[src/rtl/lift_cmd_fifo_writer.sv]
// Write-side producer for the lift command FIFO: packs valid/ready commands into
// 12-bit words, buffers them in a small queue and injects a priority ESTOP word.
module lift_cmd_fifo_writer #(
    parameter int unsigned DATASIZE = 12,
    parameter int unsigned QDEPTH   = 4,
    parameter int unsigned CNTW     = 16
) (
    input  logic                      write_clk,
    input  logic                      read_reset_n,
    input  logic                      cmd_valid,
    output logic                      cmd_ready,
    input  logic [1:0]                cmd_op,
    input  logic [3:0]                cmd_floor,
    input  logic [5:0]                cmd_slot,
    input  logic                      estop,
    input  logic                      write_full,
    output logic                      write_enable,
    output logic [DATASIZE-1:0]       write_data,
    output logic [$clog2(QDEPTH):0]   queue_level,
    output logic [CNTW-1:0]           word_count,
    output logic                      illegal_op,
    output logic                      busy
);

    localparam int unsigned AW = $clog2(QDEPTH);
    localparam int unsigned LW = AW + 1;
    localparam logic [DATASIZE-1:0] ESTOP_WORD = '1;

    typedef enum logic [1:0] {S_IDLE, S_RUN, S_ESTOP} state_t;

    state_t                state, state_nxt;
    logic                  busy_d;
    logic                  estop_q, estop_rise, estop_go;
    logic                  accept, cmd_legal, acc_legal;
    logic                  xfer, q_empty, pop, push, bypass;
    logic [DATASIZE-1:0]   cmd_word;
    logic                  hold_valid, hold_valid_d;
    logic [DATASIZE-1:0]   hold_data, hold_data_d;
    logic [LW-1:0]         level_d;
    logic [AW-1:0]         wr_ptr, rd_ptr;
    logic [DATASIZE-1:0]   mem [QDEPTH];

    // Handshake and transfer qualifiers
    assign estop_rise = estop & ~estop_q;
    assign estop_go   = estop_rise & (state != S_ESTOP);
    assign cmd_ready  = (state != S_ESTOP) & (queue_level < LW'(QDEPTH)) & ~estop_rise;
    assign accept     = cmd_valid & cmd_ready;
    assign cmd_legal  = (cmd_op != 2'b11);
    assign acc_legal  = accept & cmd_legal;
    assign cmd_word   = DATASIZE'({cmd_op, cmd_floor, cmd_slot});
    assign xfer       = hold_valid & ~write_full;
    assign q_empty    = (queue_level == '0);
    assign pop        = xfer & ~q_empty & ~estop_go;
    assign bypass     = acc_legal & q_empty & (~hold_valid | xfer);
    assign push       = acc_legal & ~bypass;

    assign write_enable = hold_valid;
    assign write_data   = hold_data;

    // Holding register and queue occupancy next values
    always_comb begin
        hold_valid_d = hold_valid;
        hold_data_d  = hold_data;
        level_d      = queue_level;
        if (estop_go) begin
            hold_valid_d = 1'b1;
            hold_data_d  = ESTOP_WORD;
        end else if (xfer) begin
            if (!q_empty) begin
                hold_data_d = mem[rd_ptr];
            end else if (bypass) begin
                hold_data_d = cmd_word;
            end else begin
                hold_valid_d = 1'b0;
            end
        end else if (bypass) begin
            hold_valid_d = 1'b1;
            hold_data_d  = cmd_word;
        end
        if (estop_go) begin
            level_d = '0;
        end else if (push && !pop) begin
            level_d = queue_level + LW'(1);
        end else if (pop && !push) begin
            level_d = queue_level - LW'(1);
        end
    end

    always_ff @(posedge write_clk or negedge read_reset_n) begin
        if (!read_reset_n) begin
            state <= S_IDLE;
        end else begin
            state <= state_nxt;
        end
    end

    always_comb begin
        state_nxt = state;
        case (state)
            S_IDLE: begin
                if (estop_go)       state_nxt = S_ESTOP;
                else if (acc_legal) state_nxt = S_RUN;
            end
            S_RUN: begin
                if (estop_go)                            state_nxt = S_ESTOP;
                else if (!hold_valid_d && level_d == '0) state_nxt = S_IDLE;
            end
            S_ESTOP: begin
                if (xfer) state_nxt = S_IDLE;
            end
            default: state_nxt = S_IDLE;
        endcase
    end

    always_comb begin
        busy_d = (state_nxt != S_IDLE);
    end

    always_ff @(posedge write_clk or negedge read_reset_n) begin
        if (!read_reset_n) begin
            estop_q     <= 1'b0;
            hold_valid  <= 1'b0;
            hold_data   <= '0;
            queue_level <= '0;
            wr_ptr      <= '0;
            rd_ptr      <= '0;
            word_count  <= '0;
            illegal_op  <= 1'b0;
            busy        <= 1'b0;
        end else begin
            estop_q     <= estop;
            hold_valid  <= hold_valid_d;
            hold_data   <= hold_data_d;
            queue_level <= level_d;
            busy        <= busy_d;
            word_count  <= word_count + CNTW'(xfer);
            if (accept && !cmd_legal) illegal_op <= 1'b1;
            if (estop_go) begin
                wr_ptr <= '0;
                rd_ptr <= '0;
            end else begin
                if (push) wr_ptr <= wr_ptr + AW'(1);
                if (pop)  rd_ptr <= rd_ptr + AW'(1);
            end
        end
    end

    // Queue storage carries no reset; occupancy is tracked by queue_level
    always_ff @(posedge write_clk) begin
        if (push) mem[wr_ptr] <= cmd_word;
    end

endmodule

[config.mk]
export PLATFORM = sky130hd
export DESIGN_NAME = lift_cmd_fifo_writer
export DESIGN_NICKNAME = d
export VERILOG_FILES = /design/src/rtl/lift_cmd_fifo_writer.sv
export SDC_FILE = /design/constraint.sdc
export NUM_CORES = 1
export LEC_CHECK = 0
export ABC_AREA = 1
export ABC_CLOCK_PERIOD_IN_PS = 4000
export BUFFER_PORTS_ARGS = -buffer_cell sky130_fd_sc_hd__buf_2
export CAP_MARGIN = 20
export CELL_PAD_IN_SITES_DETAIL_PLACEMENT = 0
export CELL_PAD_IN_SITES_GLOBAL_PLACEMENT = 1
export CORE_UTILIZATION = 45
export DETAILED_ROUTE_END_ITERATION = 16
export HOLD_SLACK_MARGIN = 0.1
export PLACE_DENSITY_LB_ADDON = 0.2
export SYNTH_ARGS = -nofsm -noshare
export SYNTH_HDL_FRONTEND = slang
export SYNTH_SLANG_ARGS = --single-unit
[constraint.sdc]
create_clock -name write_clk -period 4 [get_ports write_clk]
set_input_delay 0.6 -clock write_clk [delete_from_list [all_inputs] [get_ports write_clk]]
set_output_delay 0.6 -clock write_clk [all_outputs]
set_load 0.01 [all_outputs]
### After elaboration in Yosys (flattened, before gate mapping)

Memory sizes are Yosys's and may differ from the RTL's.
Index checks and enable logic that the tools add are counted.

* register bits: 41
* RAM bits: 48
* bits of input ports: 17
* output and inout port bits: 35
* logic and storage cells: 79
* memories kept: 1

Memories
* mem: words 4, width 12, rd ports 1, clocked after memory_dff 0, write ports 1, line 41 `logic [DATASIZE-1:0] mem [QDEPTH];`

* add/sub/neg operators: 5
* magnitude comparators: 1
* equality and inequality tests: 4
* muxes and demuxes: 24
* bitwise operators: 20
* reductions and logical operators: 14

Operators with widths (number)
* 2-to-1 mux 12 bit: 4
* 2-to-1 mux 2 bit: 9
* adder 16 x 1 -> 16 bit: 1
* bitwise AND 1 bit: 12
* 2-to-1 mux 3 bit: 3
* 2-to-1 mux 1 bit: 7
* inverter 1 bit: 7
* logical NOT 3 bit: 2
* one-hot mux 2 bit (3 select lines): 1
* nonzero test 2 bit: 3
* adder 2 x 1 -> 2 bit, second input constant: 2
* logical AND 1 bit: 4
* logical NOT 1 bit: 4
* != test 2 bit, second input constant: 2
* adder 3 x 1 -> 3 bit, second input constant: 1
* < comparator 3 bit, second input constant: 1
* subtractor 3 x 1 -> 3 bit, second input constant: 1
* equality test 2 x 1 -> 1 bit, second input constant: 1
* equality test 2 bit, second input constant: 1
* logical NOT 2 bit: 1
* OR 1 bit: 1

### Depth between registers and ports, before layout

* depth after elaboration: 21
* depth in mapped cells: 14
* gate-level depth less buffers: 14

### Worst setup path after synthesis

Ideal clock, no wire load.

* path kind: in2reg
* from: input port write_full
* to: register word_count[14]
* library setup time: 79 ps
* data arrival time: 2087 ps
* data required time: 3921 ps
* path slack: 1834 ps
* cell stages on the path: 11
* path buffers: 0
* path through: inv_1 > nand2_1 > inv_1 > ha_1 > ha_1 > nand3_1 > or2_4 > nor4_4 > nand4_2 > nor2_1 > xor2_1

* word-level cells in the longest chain between the ends: 3

RTL lines
* start: declaration: line 16 `input logic write_full,`
* inverter 1 bit: line 51 `assign xfer = hold_valid & ~write_full;`
* bitwise AND 1 bit: line 51
* adder 16 x 1 -> 16 bit: line 136 `word_count <= word_count + CNTW'(xfer);`
* end signal: assignment: line 136
* end: declaration: line 20 `output logic [CNTW-1:0] word_count,`

Every way passes these cells.
A chain may end at the register's enable or synchronous reset.

### Worst setup path after layout

* from: register queue_level[0]
* to: register busy

* word-level cells in the longest chain between the ends: 20
* elaborated cells on any way between the ends: 36
* classes of those cells: add/sub (2); order compare (1); mux (13); bitwise (11); reduce/logical (9)

RTL lines
* start: declaration: line 19 `output logic [$clog2(QDEPTH):0] queue_level,`
* start signal: assignment: line 134 `queue_level <= level_d;`
* < comparator 3 bit: line 46 `assign cmd_ready = (state != S_ESTOP) & (queue_level < LW'(QDEPTH)) & ~estop_rise;`
* bitwise AND 1 bit (2 in a row): line 46
* bitwise AND 1 bit: line 47 `assign accept = cmd_valid & cmd_ready;`
* bitwise AND 1 bit: line 49 `assign acc_legal = accept & cmd_legal;`
* bitwise AND 1 bit (2 in a row): line 54 `assign bypass = acc_legal & q_empty & (~hold_valid | xfer);`
* inverter 1 bit: line 55 `assign push = acc_legal & ~bypass;`
* bitwise AND 1 bit: line 55
* logical NOT 1 bit: line 84 `end else if (pop && !push) begin`
* (+3 left out)
* 2-to-1 mux 3 bit: line 80 `if (estop_go) begin`
* logical NOT 3 bit: line 106 `else if (!hold_valid_d && level_d == '0) state_nxt = S_IDLE;`
* logical AND 1 bit: line 106
* 2-to-1 mux 2 bit: line 106
* 2-to-1 mux 2 bit: line 105 `if (estop_go) state_nxt = S_ESTOP;`
* one-hot mux 2 bit (3 select lines) *: line 99 `case (state)`
* nonzero test 2 bit *: line 116 `busy_d = (state_nxt != S_IDLE);`
* net busy_d: line 32 `logic busy_d;`
* end signal: assignment: line 135 `busy <= busy_d;`
* end: declaration: line 22 `output logic busy`

The timed path passes the listed nets; every way through them passes the cells marked *.

==> summary.txt <==
Clocking
  – Hold-fix buffers, CTS: 0
  – H-tree depth: 3
  – Clk pin slew, worst setup/hold paths: 0.09 ns
  – TritonCTS Buffers: 9
  – Root Buffer: clkbuf_8
  – Clk_lat worst skew: 0.35 ns
  – CTS tree: done
  – Postcts setup bufs: 0
  – Clock sinks: between 80 and 90
  – CTS Buffer Depth: 2
  – PostCTS Resize Cnt: 0

Floorplanning
  – I/O pin count: between 50 and 60
  – Die height: 97.1 um
  – Die area: ~9400 um^2
  – CORE AREA: between 8000 and 9000 um^2
  – FP Rows: 34
  – Die W: 97.1 um
  – Initial Utilization: between 40% and 50%

Yosys
  – Largest family of logic cells by synthesized area: simple AND/OR/NAND/NOR gates
  – Post-synthesis sequential area ratio: approximately three fifths
  – Post-synthesis mux area share: less than 1%
  – Post-synthesis adder-cell area fraction: around 2.8%
  – Post-synthesis xor/xnor area fraction: 3.23%
  – Distinct cells, synth: 42
  – Mean post-synth cell area: between 10 and 15 um^2
  – Synth Area in Compound Gates: 9.20%
  – Simple-gate share of the synthesized area: around 17%
  – Ys Warns: 0
  – #FFs+latches synth: just under 90
  – Post-Syn Area: slightly above 4000 um^2
  – Synth Instances: 357
  – Syn_nets: around 380

Final layout
  – Ratio of cells with drive above 1 in the final layout: about 27%
  – Multi-input gate area: between 1000 and 1500 um^2
  – Sequential Area: roughly 2500 um^2
  – Fill count: 782
  – Fin nets: between 400 and 500
  – N_diodes: 0
  – Fin cells: approximately 530
  – P&R area growth vs syn: 14.8%

Placement
  – Post-DP HPWL: ~5200 um
  – Cell count after placement: about 500
  – Port buffer count: between 50 and 60
  – GP Congestion: between 0.7 and 0.8
  – Setup WS pre-CTS: around 1.5 ns

Critical path
  – R2R Setup Slk: between 1.5 and 2 ns
  – Most frequent CP cell: inv_1
  – Register-to-Register Path Depth: 13
  – Worst Setup Start Kind: flip-flop
  – FF-to-FF Start: queue_level[0]$_DFF_PN0_
  – Crit-path max cell delay: roughly 0.43 ns
  – Critical path fanouts, max: 11
  – Crit path capture type: flip-flop
  – Crit Path Class: flip-flop to flip-flop
  – Crit path DAT: 2.57 ns
  – RR Endpoint: busy$_DFF_PN0_
  – CP Cell Sequence: inv_1, ha_1, nand2_8, inv_4, nor2_4, inv_1, nand2_1, inv_1, nand4_1, nor2_2, nand3_2, nand2_2, nand2_1
  – Worst path required time: ~4.3 ns
  – Slowest-stage cell, CP: inv_1

Pwr
  – Clock group share of total power: between 20% and 30%
  – Comb pwr share: around a third
  – Psw: about 1.1 mW
  – Pwr/cell area: about 630 nW/um^2
  – Internal: approximately 1.9 mW
  – Pleak: between 2 and 2.5 nW
  – Seq pwr share: 44.1%
  – Maximum VDD drop: approximately 330 uV
  – Switching Fraction: between 30 and 40%

Worst hold path
  – Worst hold path type: primary input to asynchronous set/reset pin

GRT
  – Total gr overflow: 0
  – Initial antenna violation count: 0
  – First-pass GRT wire length: 13300 um
  – Largest net degree at the start of global routing: 42
  – Total track usage: 18.1%
  – Vias in the first global route: approximately 2700

STA
  – Relative slew slack: between 40% and 50%
  – Fin Setup TNS: 0 ns
  – Setup Viol. Count Final: 0
  – Max Fclk: between 0.4 and 0.5 GHz
  – Final Max Tran Viols: 0
  – Clock Skews: about 0.0078 ns
  – Final period util: 58.0%
  – Tightest Pin Transition: ~0.8 ns
  – Tmin final: 2.32 ns
  – RSZ-0062 raised after global routing: no
  – Setup ws final: ~1.7 ns
  – Final hold vios: 0

Route
  – Via count: 2646
  – Drt drc: 0
  – Drt first-iter violations: about 130
  – Avg WL per Cell: approximately 15 um
  – Final ANT Viol Nets: 0
  – Vias per cell: just over 5
  – First-pass DRT Iterations: 4
  – Routed WL: 7890 um

Flow run
  – Max-cap violations: 0

Run status
  – Status: finished, final reports clean
-- worst max-delay path by stage --
stage	endpoint	startpoint
2_1_floorplan	word_count[14]$_DFF_PN0_	write_full
3_3_place_gp	mem[3][3]$_DFFE_PP_	estop
3_5_place_dp	mem[1][3]$_DFFE_PP_	estop
4_1_cts	busy$_DFF_PN0_	queue_level[0]$_DFF_PN0_
5_1_grt	state[0]$_DFF_PN0_	queue_level[0]$_DFF_PN0_
6_report	busy$_DFF_PN0_	queue_level[0]$_DFF_PN0_
-- routing by layer --
layer	vias up	part of all wire [%]	track usage, %
li1	1309	-	-
met1	1269	47	23.5
met2	55	47	29.3
met3	13	4.3	5.54
met4	0	1.7	5.40
met5	-	0	0
-- kinds of logic after synthesis --
| logic type | Yosys count |
|---|---|
| simple gates | 115 |
| compound gates | 59 |
| buf+inv | 67 |
| flops | 89 |
| xor+xnor | 15 |
| fa+ha+maj | 9 |
| mux | 3 |
-- power groups by stage --
stage / Sequential, mW / Combinational (mW) / Clock [mW]
2_1_floorplan: 1.32 / 0.681 / 0
3_3_place_gp: 1.32 / 0.965 / 0
3_5_place_dp: 1.33 / 0.982 / 0
4_1_cts: 1.31 / 0.985 / 0.703
5_1_grt: 1.34 / 1.11 / 0.737
6_report: 1.31 / 0.972 / 0.684
-- cell usage after synthesis (all sizes together) --
cell     instances  area (um^2)
a211oi           1         7.51
a21oi            2         10.0
and3             1         6.26
buf              4         32.5
clkbuf           7         26.3
dfrtp           41         1030
edfxtp          48         1440
ha               9          113
inv             56          215
mux2             3         33.8
nand2           42          204
nand3           15          108
nand3b           1         7.51
nand4            6         71.3
nor2            46          231
nor3             1         10.0
nor4             1         21.3
o2111ai          1         8.76
o211ai           2         33.8
o21ai           39          195
o21bai           1         7.51
o221ai          12          105
o22ai            1         6.26
or2              2         15.0
xnor2            7         61.3
xor2             8         70.1
-- registers in the layout, summed over array words and instances, names as in the netlist --
register	cells
wr_ptr	2
write_data	12
mem	48
queue_level	3
busy	1
estop_q	1
word_count	16
write_enable	1
illegal_op	1
state	2
rd_ptr	2
-- per-stage QoR --
| step | hold WS, ns | cell area (um^2) | power (mW) | utilization, % |
|---|---|---|---|---|
| global placement | 0.454 | 4410 | 2.29 | 50.6 |
| finish | 0.143 | 4670 | 2.96 | 53.6 |
| detailed placement | 0.463 | 4410 | 2.31 | 50.6 |
| global route | 0.148 | 4670 | 3.18 | 53.6 |
| floorplan | 0.304 | 4070 | 2.00 | - |
| CTS | 0.365 | 4640 | 3.00 | 53.2 |
-- worst max-delay path, delay by kind of cell (launching register included) --
family / cells / cell delay (ns)
fa+ha+maj: 1 / 0.27
buf+inv: 4 / 0.72
flops: 1 / 0.42
simple gates: 8 / 0.82
-- cell type report --
| type | count | share of cell area [%] |
|---|---|---|
| Clock buffer | 12 | 3.11 |
| Clock inverter | 4 | 1.63 |
| Multi-Input combinational cell | 201 | 28.4 |
| Sequential cell | 89 | 52.8 |
| Tap cell | 108 | 2.89 |
| Inverter | 56 | 4.61 |
| Timing Repair Buffer | 56 | 6.54 |
-- placed cells by master, fill, tap and decap left out, types with 7 or more instances in the layout --
cell	count
buf_2	51
clkbuf_8	10
dfrtp_1	41
edfxtp_1	48
ha_1	9
inv_1	51
nand2_1	35
nand3_1	10
nor2_1	30
nor2_2	14
o21ai_0	27
o21ai_1	12
o221ai_1	12
xnor2_1	7
xor2_1	8
Note: power is estimated with default switching activity, not from simulation.
